File: config.mk
export PLATFORM = sky130hd
export DESIGN_NAME = systolic_seq
export DESIGN_NICKNAME = d
export VERILOG_FILES = /design/src/rtl/systolic_pkg.sv /design/src/rtl/systolic_seq_init_skew.sv /design/src/rtl/systolic_seq.sv
export SDC_FILE = /design/constraint.sdc
export NUM_CORES = 1
export LEC_CHECK = 0
export BUFFER_PORTS_ARGS = -buffer_cell sky130_fd_sc_hd__buf_2
export CORE_ASPECT_RATIO = 1.4
export CORE_MARGIN = 1.5
export CORE_UTILIZATION = 30
export CTS_CLUSTER_DIAMETER = 80
export CTS_CLUSTER_SIZE = 30
export DETAILED_ROUTE_END_ITERATION = 12
export SLEW_MARGIN = 20
export SYNTH_ARGS = -nofsm -noshare
export SYNTH_HDL_FRONTEND = slang
export SYNTH_SLANG_ARGS = --single-unit
File: constraint.sdc
create_clock -name clk -period 2.8 [get_ports clk]
set_input_delay 0.42 -clock clk [delete_from_list [all_inputs] [get_ports clk]]
set_output_delay 0.42 -clock clk [all_outputs]
set_load 0.03 [all_outputs]
File: src/rtl/systolic_pkg.sv
`default_nettype none
// ============================================================================
// Module      : systolic_pkg
// Description : Shared types and constants for the systolic tile sequencer.
//               FSM state encoding, default array geometry, and helpers that
//               derive the skew geometry from a given N / BUF_LAT.
// Revision    : 1.0  initial release
// ============================================================================
package systolic_pkg;

    localparam int N_DEF       = 4;
    localparam int BUF_LAT_DEF = 1;

    // Geometry for the default configuration
    localparam int DIAGS      = 2 * N_DEF - 1;
    localparam int SKEW_DEPTH = BUF_LAT_DEF + 2 * N_DEF - 1;
    localparam int DRAIN_LEN  = N_DEF + 1;

    typedef enum logic [2:0] {
        ST_IDLE  = 3'd0,
        ST_FEED  = 3'd1,
        ST_FLUSH = 3'd2,
        ST_SKEW  = 3'd3,
        ST_DRAIN = 3'd4,
        ST_DONE  = 3'd5
    } state_t;

    function automatic int f_diags(input int n);
        return 2 * n - 1;
    endfunction

    function automatic int f_skew_depth(input int n, input int buf_lat);
        return buf_lat + 2 * n - 1;
    endfunction

endpackage
`default_nettype wire

File: src/rtl/systolic_seq_init_skew.sv
`default_nettype none
// ============================================================================
// Module      : init_skew
// Description : Token shift pipe producing the skewed per-anti-diagonal init
//               pulses. Stage 0 is the incoming token itself, stages
//               1..DEPTH-1 are registers; init_diag[d] is tap TAP_LO+d.
// Ports       : clk, rst        - clock, synchronous active-high reset
//               i_tok           - one token per cycle (feed with k == 0)
//               o_init[TAPS]    - init pulse per anti-diagonal
// Revision    : 1.0  initial release
// ============================================================================
module init_skew #(
    parameter int DEPTH  = 8,
    parameter int TAP_LO = 1,
    parameter int TAPS   = 7
) (
    input  logic            clk,
    input  logic            rst,
    input  logic            i_tok,
    output logic [TAPS-1:0] o_init
);

    logic [DEPTH-1:0] w_stage;
    logic [DEPTH-1:1] r_sr;

    // Stage 0 is combinational so a token can reach tap 0 in its own cycle
    // when the buffer has no latency.
    assign w_stage = {r_sr, i_tok};

    always_ff @(posedge clk) begin
        if (rst) begin
            r_sr <= '0;
        end else begin
            r_sr <= w_stage[DEPTH-2:0];
        end
    end

    assign o_init = w_stage[TAP_LO +: TAPS];

endmodule
`default_nettype wire

File: src/rtl/systolic_seq.sv
`default_nettype none
// ============================================================================
// Module      : systolic_seq
// Description : Tile sequencer for an N x N systolic MAC array. Streams
//               n_tiles x K operand reads, appends one zero flush read,
//               generates skewed per-anti-diagonal init pulses, waits for the
//               last sums to drain and pulses done.
// Ports       : clk, rst            - clock, synchronous active-high reset
//               start, k_len, n_tiles - launch request and job size
//               busy, done          - job status / completion pulse
//               feed_en, feed_k, feed_tile, feed_zero - operand buffer read
//               init_diag[2N-1]     - init per anti-diagonal
// Revision    : 1.0  initial release
// ============================================================================
module systolic_seq
    import systolic_pkg::*;
#(
    parameter int N       = N_DEF,
    parameter int K_W     = 16,
    parameter int T_W     = 8,
    parameter int BUF_LAT = BUF_LAT_DEF
) (
    input  logic               clk,
    input  logic               rst,
    input  logic               start,
    input  logic [K_W-1:0]     k_len,
    input  logic [T_W-1:0]     n_tiles,
    output logic               busy,
    output logic               done,
    output logic               feed_en,
    output logic [K_W-1:0]     feed_k,
    output logic [T_W-1:0]     feed_tile,
    output logic               feed_zero,
    output logic [2*N-2:0]     init_diag
);

    localparam int c_diags      = f_diags(N);
    localparam int c_skew_depth = f_skew_depth(N, BUF_LAT);
    // SKEW ends on the cycle the flush token reaches the last diagonal.
    localparam int c_skew_cyc   = BUF_LAT + 2 * N - 2;
    // done lands N+1 cycles after that last init pulse, so DRAIN itself
    // spends N cycles before DONE.
    localparam int c_drain_cyc  = N;
    localparam int c_cnt_max    = (c_skew_cyc > c_drain_cyc) ? c_skew_cyc : c_drain_cyc;
    localparam int c_cnt_w      = $clog2(c_cnt_max + 1);

    state_t              r_state;
    state_t              w_next;
    logic [K_W-1:0]      r_klen;
    logic [T_W-1:0]      r_ntiles;
    logic [K_W-1:0]      r_k;
    logic [T_W-1:0]      r_tile;
    logic [c_cnt_w-1:0]  r_cnt;

    logic w_job_ok;
    logic w_last_k;
    logic w_last_tile;
    logic w_skew_end;
    logic w_drain_end;
    logic w_tok;

    assign w_job_ok    = (k_len != '0) && (n_tiles != '0);
    assign w_last_k    = (r_k == r_klen - K_W'(1));
    assign w_last_tile = (r_tile == r_ntiles - T_W'(1));
    assign w_skew_end  = (r_cnt == c_cnt_w'(c_skew_cyc - 1));
    assign w_drain_end = (r_cnt == c_cnt_w'(c_drain_cyc - 1));

    // ---------------- state register ----------------
    always_ff @(posedge clk) begin
        if (rst) begin
            r_state <= ST_IDLE;
        end else begin
            r_state <= w_next;
        end
    end

    // ---------------- next-state logic ----------------
    always_comb begin
        w_next = r_state;
        case (r_state)
            ST_IDLE:  if (start) w_next = w_job_ok ? ST_FEED : ST_DONE;
            ST_FEED:  if (w_last_k && w_last_tile) w_next = ST_FLUSH;
            ST_FLUSH: w_next = ST_SKEW;
            ST_SKEW:  if (w_skew_end) w_next = ST_DRAIN;
            ST_DRAIN: if (w_drain_end) w_next = ST_DONE;
            ST_DONE:  w_next = ST_IDLE;
            default:  w_next = ST_IDLE;
        endcase
    end

    // ---------------- outputs ----------------
    always_comb begin
        busy      = 1'b0;
        done      = 1'b0;
        feed_en   = 1'b0;
        feed_zero = 1'b0;
        feed_k    = '0;
        feed_tile = '0;
        case (r_state)
            ST_FEED: begin
                busy      = 1'b1;
                feed_en   = 1'b1;
                feed_k    = r_k;
                feed_tile = r_tile;
            end
            ST_FLUSH: begin
                busy      = 1'b1;
                feed_en   = 1'b1;
                feed_zero = 1'b1;
                feed_k    = r_k;
                feed_tile = r_tile;
            end
            ST_SKEW, ST_DRAIN: busy = 1'b1;
            ST_DONE:           done = 1'b1;
            default: ;
        endcase
    end

    // ---------------- counters ----------------
    // Nested k/tile counters; the final tile increment leaves r_tile equal
    // to n_tiles for the flush read, which fits T_W for any n_tiles.
    always_ff @(posedge clk) begin
        if (rst) begin
            r_klen   <= '0;
            r_ntiles <= '0;
            r_k      <= '0;
            r_tile   <= '0;
            r_cnt    <= '0;
        end else begin
            case (r_state)
                ST_IDLE: begin
                    if (start && w_job_ok) begin
                        r_klen   <= k_len;
                        r_ntiles <= n_tiles;
                    end
                    r_k    <= '0;
                    r_tile <= '0;
                    r_cnt  <= '0;
                end
                ST_FEED: begin
                    if (w_last_k) begin
                        r_k    <= '0;
                        r_tile <= r_tile + T_W'(1);
                    end else begin
                        r_k <= r_k + K_W'(1);
                    end
                end
                ST_SKEW:  r_cnt <= w_skew_end ? '0 : r_cnt + c_cnt_w'(1);
                ST_DRAIN: r_cnt <= r_cnt + c_cnt_w'(1);
                default:  r_cnt <= '0;
            endcase
        end
    end

    assign w_tok = feed_en && (feed_k == '0);

    init_skew #(
        .DEPTH  (c_skew_depth),
        .TAP_LO (BUF_LAT),
        .TAPS   (c_diags)
    ) u_init_skew (
        .clk    (clk),
        .rst    (rst),
        .i_tok  (w_tok),
        .o_init (init_diag)
    );

endmodule
`default_nettype wire
==> results of run 1 <==
## worst min path at each step
stage | startpoint | end | slack (ns) | cells past startpoint
global route | n_tiles[7] | r_ntiles[7]$_SDFFE_PP0P_ | 0.34 | 3
CTS | n_tiles[7] | r_ntiles[7]$_SDFFE_PP0P_ | 0.32 | 3
detailed placement | u_init_skew.o_init[0]$_SDFF_PP0_ | u_init_skew.o_init[1]$_SDFF_PP0_ | 0.45 | 1
global placement | u_init_skew.o_init[1]$_SDFF_PP0_ | u_init_skew.o_init[2]$_SDFF_PP0_ | 0.44 | 1
finish | n_tiles[7] | r_ntiles[7]$_SDFFE_PP0P_ | 0.33 | 3
floorplan | r_tile[7]$_SDFFE_PP0P_ | r_tile[7]$_SDFFE_PP0P_ | 0.47 | 2
## repair_timing
item	CTS	global route
buffers inserted	7	0
pin swaps	17	7
gates resized for setup	13	27
setup endpoints to repair	20	23
cloned	0	0
## cell usage after synthesis (2+ instances only)
| cell type | count | area, um^2 |
|---|---|---|
| sky130_fd_sc_hd__ha_1 | 7 | 87.58 |
| sky130_fd_sc_hd__a21oi_1 | 21 | 105.1 |
| sky130_fd_sc_hd__nor3b_1 | 3 | 22.52 |
| sky130_fd_sc_hd__a31oi_1 | 4 | 25.02 |
| sky130_fd_sc_hd__o21ai_0 | 19 | 95.09 |
| sky130_fd_sc_hd__and4_1 | 4 | 35.03 |
| sky130_fd_sc_hd__or4b_2 | 2 | 20.02 |
| sky130_fd_sc_hd__nand2b_1 | 5 | 31.28 |
| sky130_fd_sc_hd__buf_2 | 4 | 20.02 |
| sky130_fd_sc_hd__or4_1 | 4 | 30.03 |
| sky130_fd_sc_hd__buf_1 | 2 | 7.510 |
| sky130_fd_sc_hd__nor2_1 | 51 | 191.4 |
| sky130_fd_sc_hd__o22ai_1 | 2 | 12.51 |
| sky130_fd_sc_hd__nor2b_1 | 29 | 181.4 |
| sky130_fd_sc_hd__nand2_1 | 36 | 135.1 |
| sky130_fd_sc_hd__nand3_1 | 25 | 125.1 |
| sky130_fd_sc_hd__inv_1 | 14 | 52.55 |
| sky130_fd_sc_hd__xor2_1 | 8 | 70.07 |
| sky130_fd_sc_hd__nor3_1 | 12 | 60.06 |
| sky130_fd_sc_hd__o211ai_1 | 2 | 15.01 |
| sky130_fd_sc_hd__o311ai_0 | 9 | 78.83 |
| sky130_fd_sc_hd__xnor2_1 | 19 | 166.4 |
| sky130_fd_sc_hd__nor4_1 | 11 | 68.82 |
| sky130_fd_sc_hd__dfxtp_1 | 61 | 1221 |
| sky130_fd_sc_hd__nor4b_1 | 2 | 17.52 |
| sky130_fd_sc_hd__or3_1 | 8 | 50.05 |
| sky130_fd_sc_hd__or2_2 | 6 | 37.54 |
| sky130_fd_sc_hd__clkbuf_1 | 27 | 101.4 |
| sky130_fd_sc_hd__mux2i_1 | 27 | 270.3 |
| sky130_fd_sc_hd__a21o_1 | 2 | 15.01 |
| sky130_fd_sc_hd__a22oi_1 | 2 | 15.01 |
| sky130_fd_sc_hd__o31ai_1 | 4 | 30.03 |
| sky130_fd_sc_hd__a211oi_1 | 3 | 22.52 |
| sky130_fd_sc_hd__nand4_1 | 9 | 56.30 |
| sky130_fd_sc_hd__and2_1 | 3 | 18.77 |
| sky130_fd_sc_hd__o32ai_1 | 3 | 26.28 |
| sky130_fd_sc_hd__and3_1 | 5 | 31.28 |
## power by group
group	internal (W)	switching (W)	leakage (nW)
Clock	0.000891	0.000398	0.165
Combinational	0.000796	0.000979	1.41
Sequential	0.000977	0.000126	0.498
## worst max-delay path: stages (launching register included)
cell,delay [ns]
sky130_fd_sc_hd__dfxtp_2,0.32
sky130_fd_sc_hd__inv_2,0.06
sky130_fd_sc_hd__ha_4,0.14
sky130_fd_sc_hd__or4b_4,0.48
sky130_fd_sc_hd__or3_1,0.32
sky130_fd_sc_hd__nand3_1,0.10
sky130_fd_sc_hd__o211ai_1,0.16
sky130_fd_sc_hd__a2111oi_4,0.40
sky130_fd_sc_hd__buf_4,0.19
sky130_fd_sc_hd__a21boi_4,0.07
sky130_fd_sc_hd__or4_1,0.40
sky130_fd_sc_hd__a21oi_1,0.15
## through the flow
| step | area (um^2) | worst slack [ns] |
|---|---|---|
| 6_report | 4964 | -0.06183 |
| 5_1_grt | 4964 | -0.1683 |
| 3_5_place_dp | 4451 | -0.3158 |
| 4_1_cts | 4903 | -0.05121 |
| 3_3_place_gp | 4451 | -0.1533 |
| 2_1_floorplan | 3752 | 0.0005678 |
## flip-flops by register name, summed over array words and instances (netlist names)
signal and count:
r_k 16, r_klen 16, r_tile 8, r_ntiles 8, u_init_skew.o_init 7, r_state 3
r_cnt 3
## cell type report
class | count | area (um^2)
flip-flops and latches | 61 | 1229
well taps | 150 | 187.7
clock inverters | 6 | 110.1
inverters | 14 | 52.55
clock buffers | 10 | 239.0
multi-input cells | 360 | 2436
fillers | 1259 | 7288
repair buffers | 111 | 709.4
## per-layer routing
metal,up-vias,share of wire,track usage
li1,1839,-,-
met5,-,0,0
met3,25,0.028,0.02433
met4,0,0.043,0.1079
met2,65,0.53,0.2991
met1,1721,0.39,0.1654
## cell usage in the layout (no fill, tap or decap), types with 6 or more instances in the layout
cell type / synthesis / layout
sky130_fd_sc_hd__buf_2: 4 / 61
sky130_fd_sc_hd__dfxtp_1: 61 / 57
sky130_fd_sc_hd__nor2_1: 51 / 50
sky130_fd_sc_hd__buf_4: 0 / 47
sky130_fd_sc_hd__nand2_1: 36 / 36
sky130_fd_sc_hd__nor2b_1: 29 / 29
sky130_fd_sc_hd__mux2i_1: 27 / 27
sky130_fd_sc_hd__nand3_1: 25 / 25
sky130_fd_sc_hd__xnor2_1: 19 / 19
sky130_fd_sc_hd__a21oi_1: 21 / 15
sky130_fd_sc_hd__o21ai_0: 19 / 13
sky130_fd_sc_hd__inv_1: 14 / 12
sky130_fd_sc_hd__nor3_1: 12 / 12
sky130_fd_sc_hd__nor4_1: 11 / 10
sky130_fd_sc_hd__nand4_1: 9 / 9
sky130_fd_sc_hd__clkbuf_16: 0 / 9
sky130_fd_sc_hd__xor2_1: 8 / 8
sky130_fd_sc_hd__or3_1: 8 / 6
sky130_fd_sc_hd__or2_2: 6 / 6
sky130_fd_sc_hd__o311ai_1: 0 / 6
sky130_fd_sc_hd__a21oi_2: 0 / 6
sky130_fd_sc_hd__ha_1: 7 / 6
## kinds of logic after synthesis
group                    synth area share
AND/OR/NAND/NOR                    0.3141
AO/OA/AOI/OAI                      0.1383
flip-flops                         0.3275
buffers and inverters             0.05168
XOR/XNOR                          0.06946
multiplexers                      0.07550
adder cells (fa/ha/maj)           0.02349
==> reports/summary.txt, run 1 <==
CRITICAL PATH
------------------------------------------------------------------------------------------------------
Type of the worst setup path ............................................................ register to register
Type of element capturing the critical path .............................................     register
R2R Setup Slk ...........................................................................     -0.06 ns
Endpoint arrival time on the critical path ..............................................      3.11 ns
Maximum fanout count along the critical path ............................................            6
Worst endpoint required time ............................................................      3.05 ns
Register-to-Register Path Depth .........................................................           11
Critical register-to-register path startpoint ........................................... r_klen[0]$_SDFFE_PP0P_
Type of element launching the critical path .............................................     register
Worst setup path endpoint ............................................................... r_tile[7]$_SDFFE_PP0P_
Terminus of the critical flop-to-flop path .............................................. r_tile[7]$_SDFFE_PP0P_
Critical Path Start ..................................................................... r_klen[0]$_SDFFE_PP0P_

DIE
------------------------------------------------------------------------------------------------------
Floorplan die area ......................................................................   13120 um^2
Placement row count .....................................................................           48
Starting density of the core ............................................................       0.3043
IO Count ................................................................................           62
Vertical die dimension ..................................................................     134.9 um
Chip Width ..............................................................................     97.22 um
Core Region .............................................................................   12250 um^2

STA
------------------------------------------------------------------------------------------------------
Setup repair after global routing missed its margin .....................................         true
Number of max-slew violations in the final report .......................................            0
Maximum clock rate ......................................................................   0.3494 GHz
Max_slew headroom .......................................................................       0.2767
Final worst-path cycle share ............................................................        1.022
Slew of the pin with the lowest slew margin .............................................     1.081 ns
Final worst path period need ............................................................     2.862 ns
Smallest hold slack .....................................................................    0.3344 ns
Sum of negative setup slack .............................................................   -0.2337 ns
Count of endpoints failing setup in the final report ....................................            6
Final worst-path setup slack ............................................................  -0.06183 ns
Final hold viol count ...................................................................            0
Largest clock skew in the final design ..................................................  0.007350 ns

STATUS
------------------------------------------------------------------------------------------------------
Outcome ................................................................................. complete, but fails checks
Violations in the final reports ......................................................... setup timing

CTS
------------------------------------------------------------------------------------------------------
Number of clock buffers inserted by TritonCTS ...........................................            9
Maximum root-to-sink buffer count .......................................................            2
Count of clock tree sinks ...............................................................           61
Number of H-tree levels .................................................................            3
CTS tree ................................................................................        built
Worst-skew pair later-pin latency .......................................................      0.33 ns
CTS Root Cell ........................................................................... sky130_fd_sc_hd__clkbuf_16
Clock transition at the register clock pins on the worst setup and hold paths after CTS .      0.06 ns
Number of buffers inserted by hold repair at cts ........................................            0

PLACEMENT
------------------------------------------------------------------------------------------------------
Number of placed instances with taps included ...........................................          690
Count of buffers from port buffering ....................................................           61
HPWL reported at the end of detailed placement ..........................................      7851 um
GP Congestion ...........................................................................       0.8526

ROUTING
------------------------------------------------------------------------------------------------------
Via count ...............................................................................         3650
Number of detailed-routing iterations run before antenna repair .........................            4
Remaining antenna violation count after routing .........................................            0
Initial drt markers .....................................................................          174
Remaining DRCs ..........................................................................            0
Average vias per placed instance ........................................................        5.126
Wire length per cell ....................................................................     14.62 um
Total wirelength of the detailed-routed design ..........................................     10410 um

LAYOUT
------------------------------------------------------------------------------------------------------
Final antenna diode count ...............................................................            0
Layout-stage area growth over the synthesis result ......................................       33.12%
Share of post-route cells with drive strength above 1 ...................................       0.2936
Core Util, Final ........................................................................       0.4051
Number of cells in the finished layout apart from fillers ...............................          712
Final Net Count .........................................................................          591

GRT
------------------------------------------------------------------------------------------------------
Number of global-route vias before repair ...............................................         3595
Global-route wire length before repair ..................................................     16900 um
Final global-route overflow total .......................................................            0
Pin count of the biggest net entering global routing ....................................           38
Global-route usage over all layers ......................................................       0.1606
Antenna violations before repair ........................................................            0

WORST HOLD PATH
------------------------------------------------------------------------------------------------------
Path type of the worst min-delay path ................................................... input port to register

YOSYS
------------------------------------------------------------------------------------------------------
Post-synthesis async set-or-reset flop share ............................................            0
Most used flip-flop cell after synthesis ................................................ sky130_fd_sc_hd__dfxtp_1
Synthesized net count ...................................................................          503
Portion of the post-synthesis area used by sequential elements ..........................       0.3275
Syn_area_per_cell .......................................................................   7.950 um^2
Cells after synthesis ...................................................................          469
Seq cells post-synth ....................................................................           61
Number of warnings issued by yosys ......................................................            0
Post-Syn Area ...........................................................................    3729 um^2
Post-synth EDFFs ........................................................................            0
Post-synth cell types ...................................................................           51

FLOW RUN
------------------------------------------------------------------------------------------------------
Max-cap check violation count ...........................................................            0

POWER
------------------------------------------------------------------------------------------------------
Pwr per Cell Area ....................................................................... 839.5 nW/um^2
PnR Total Power .........................................................................   0.004167 W
Static power due to leakage .............................................................     2.077 nW
Worst voltage drop across the vdd grid ..................................................     328.5 uV

Power figures use the tool's default switching activity.
==> inputs of run 2 (changes only) <==
--- a/config.mk
+++ b/config.mk
@@ -9,6 +9,7 @@
 export CORE_ASPECT_RATIO = 1.4
 export CORE_MARGIN = 1.5
 export CORE_UTILIZATION = 30
+export CTS_BUF_LIST = sky130_fd_sc_hd__clkbuf_16
 export CTS_CLUSTER_DIAMETER = 80
 export CTS_CLUSTER_SIZE = 30
 export DETAILED_ROUTE_END_ITERATION = 12
==> constraint.sdc (replaced) <==
create_clock -name clk -period 3.2 [get_ports clk]
set_input_delay 0.48 -clock clk [delete_from_list [all_inputs] [get_ports clk]]
set_output_delay 0.48 -clock clk [all_outputs]
set_load 0.03 [all_outputs]
==> run 2 against run 1 <==
Compared with the run above: non-clock buffer count fell by 38; register-to-register slack gained 0.23 ns; die area stayed put; flip-flop and latch count unchanged; combinational power decreased by 28%; global-route usage down 0.96 points; sequential share of layout area rose by 2.5 points; largest power group unchanged; the run now ends clean.
==> reports/summary.txt, run 2 (same netlist as run 1, synthesis figures left out) <==
LAYOUT
------------------------------------------------------------------------------------------------------
Final Net Count .........................................................................          553   -6.4%
Most common library cell in the layout ignoring fill and taps ........................... sky130_fd_sc_hd__buf_2
Layout-stage area growth over the synthesis result ......................................       20.17%
Share of post-route cells with drive strength above 1 ...................................       0.2004   -0.09321
Top library cells by usage in the layout, fill and taps aside ........................... sky130_fd_sc_hd__buf_2 (61), sky130_fd_sc_hd__dfxtp_1 (60), sky130_fd_sc_hd__nor2_1 (50)
Registers with the most flip-flops ...................................................... r_k: 16 flops, r_klen: 16 flops
Final antenna diode count ...............................................................            0   unchanged

CRITICAL PATH
------------------------------------------------------------------------------------------------------
R2R Setup Slk ...........................................................................      0.17 ns   +0.23 ns
Type of element launching the critical path .............................................     register
Endpoint arrival time on the critical path ..............................................      3.28 ns   +0.17 ns
Worst endpoint required time ............................................................      3.46 ns   +0.41 ns
Maximum fanout count along the critical path ............................................            9   +3
Terminus of the critical flop-to-flop path .............................................. r_tile[7]$_SDFFE_PP0P_
Type of the worst setup path ............................................................ register to register
Type of element capturing the critical path .............................................     register
Register-to-Register Path Depth .........................................................           10   -1
Worst setup path endpoint ............................................................... r_tile[7]$_SDFFE_PP0P_
Critical Path Start ..................................................................... r_klen[0]$_SDFFE_PP0P_
Critical register-to-register path startpoint ........................................... r_klen[0]$_SDFFE_PP0P_

STA
------------------------------------------------------------------------------------------------------
Number of max-slew violations in the final report .......................................            0   unchanged
Final worst-path cycle share ............................................................       0.9459   -0.07619
Max_slew headroom .......................................................................       0.3744   +0.09763
Slew of the pin with the lowest slew margin .............................................    0.9350 ns   -0.1459 ns
Final worst path period need ............................................................     3.027 ns   +0.1650 ns
Largest clock skew in the final design ..................................................  0.005083 ns   -0.002267 ns
Smallest hold slack .....................................................................    0.3955 ns   +0.06112 ns
Final hold viol count ...................................................................            0   unchanged
Count of endpoints failing setup in the final report ....................................            0   -6
Maximum clock rate ......................................................................   0.3304 GHz   -5.5%

POWER
------------------------------------------------------------------------------------------------------
Worst voltage drop across the vdd grid ..................................................     298.1 uV   -9.2%
Pwr per Cell Area ....................................................................... 714.9 nW/um^2   -15%
PnR Total Power .........................................................................   0.003203 W   -23%
Static power due to leakage .............................................................     1.827 nW   -12%

CTS
------------------------------------------------------------------------------------------------------
Count of clock tree sinks ...............................................................           61   unchanged
Worst-skew pair later-pin latency .......................................................      0.33 ns   about the same
Clock transition at the register clock pins on the worst setup and hold paths after CTS .      0.05 ns   about the same
Number of clock buffers inserted by TritonCTS ...........................................            9   unchanged
CTS Root Cell ........................................................................... sky130_fd_sc_hd__clkbuf_16
Number of H-tree levels .................................................................            3   unchanged
CTS tree ................................................................................        built
Maximum root-to-sink buffer count .......................................................            2   unchanged

GRT
------------------------------------------------------------------------------------------------------
Pin count of the biggest net entering global routing ....................................           47   +24%
Final global-route overflow total .......................................................            0   unchanged
Antenna violations before repair ........................................................            0   unchanged
Global-route usage over all layers ......................................................       0.1510   -0.009598
Number of global-route vias before repair ...............................................         3423   -4.8%
Global-route wire length before repair ..................................................     15990 um   -5.4%

DIE
------------------------------------------------------------------------------------------------------
Chip Width ..............................................................................     97.22 um   unchanged
Floorplan die area ......................................................................   13120 um^2   unchanged
Core Region .............................................................................   12250 um^2   unchanged
Vertical die dimension ..................................................................     134.9 um   unchanged
Placement row count .....................................................................           48   unchanged
Starting density of the core ............................................................       0.3043   unchanged
IO Count ................................................................................           62   unchanged

WORST HOLD PATH
------------------------------------------------------------------------------------------------------
Path type of the worst min-delay path ................................................... input port to register

ROUTING
------------------------------------------------------------------------------------------------------
Total wirelength of the detailed-routed design ..........................................      9763 um   -6.2%
Remaining DRCs ..........................................................................            0   unchanged
Average vias per placed instance ........................................................        5.270   +2.8%
Remaining antenna violation count after routing .........................................            0   unchanged
Number of detailed-routing iterations run before antenna repair .........................            5   +1
Initial drt markers .....................................................................          126   -28%
Via count ...............................................................................         3552   -2.7%
Wire length per cell ....................................................................     14.49 um   -0.89%

FLOW RUN
------------------------------------------------------------------------------------------------------
Max-cap check violation count ...........................................................            0   unchanged

PLACEMENT
------------------------------------------------------------------------------------------------------
GP Congestion ...........................................................................       0.8284   -2.8%
HPWL reported at the end of detailed placement ..........................................      7395 um   -5.8%
Count of buffers from port buffering ....................................................           61   unchanged

STATUS
------------------------------------------------------------------------------------------------------
Outcome ................................................................................. finished clean

run 2: where the power goes:
group,internal [W],switching (W)
logic,0.000534,0.000748
registers,0.000853,0.000144
clock network,0.000590,0.000335
total,0.00198,0.00123
run 2: cell type report:
cell class / instances / area (um^2)
clock inverter: 7 / 57.56
inverter: 14 / 52.55
clock buffer: 9 / 225.2
tap: 150 / 187.7
multi-input combinational: 360 / 2340
fill: 1284 / 7771
sequential: 61 / 1222
timing repair buffer: 73 / 395.4
run 2: repair_timing:
item	in CTS	in global routing
endpoints found under the setup margin	0	7
hold buffers	0	0
buffers inserted	0	2
gates resized for setup	0	6
run 2: through the flow:
| stage | worst slack, ns | cell area [um^2] | TNS [ns] | std cells | utilization |
|---|---|---|---|---|---|
| 2_1_floorplan | 0.2710 | 3729 | 0 | 469 | - |
| 3_3_place_gp | 0.2319 | 4159 | 0 | 656 | 0.3395 |
| 3_5_place_dp | 0.1523 | 4159 | 0 | 656 | 0.3395 |
| 4_1_cts | 0.1329 | 4442 | 0 | 672 | 0.3625 |
| 5_1_grt | -0.002661 | 4481 | -0.004450 | 674 | 0.3657 |
| 6_report | 0.1732 | 4481 | 0 | 674 | 0.3657 |
run 2: layer usage:
metal  wire length [um]  GRT usage  part of all wire  vias up
met3                391    0.03054             0.040       25
li1                   -          -                 -     1775
met1               3794     0.1550              0.39     1665
met4                313    0.07698             0.032        0
met5                  0          0                 0        -
met2               5264     0.2883              0.54       87
run 2: worst min-delay path by stage:
stage / start / end / slack (ns) / cells after the start
global route: n_tiles[6] / r_ntiles[6]$_SDFFE_PP0P_ / 0.40 / 3
global placement: u_init_skew.o_init[1]$_SDFF_PP0_ / u_init_skew.o_init[2]$_SDFF_PP0_ / 0.44 / 1
finish: n_tiles[4] / r_ntiles[4]$_SDFFE_PP0P_ / 0.40 / 3
CTS: n_tiles[4] / r_ntiles[4]$_SDFFE_PP0P_ / 0.39 / 3
detailed placement: u_init_skew.o_init[1]$_SDFF_PP0_ / u_init_skew.o_init[2]$_SDFF_PP0_ / 0.45 / 1
floorplan: r_tile[7]$_SDFFE_PP0P_ / r_tile[7]$_SDFFE_PP0P_ / 0.47 / 2
run 2: critical path: stages, from the launching register on:
cell                        delay, ns
sky130_fd_sc_hd__dfxtp_1         0.35
sky130_fd_sc_hd__inv_1           0.07
sky130_fd_sc_hd__ha_1            0.17
sky130_fd_sc_hd__or4b_2          0.64
sky130_fd_sc_hd__or3_1           0.33
sky130_fd_sc_hd__nand3_1         0.09
sky130_fd_sc_hd__o211ai_1        0.14
sky130_fd_sc_hd__a2111oi_4       0.34
sky130_fd_sc_hd__a21boi_4        0.15
sky130_fd_sc_hd__or4_1           0.52
sky130_fd_sc_hd__a21oi_1         0.15
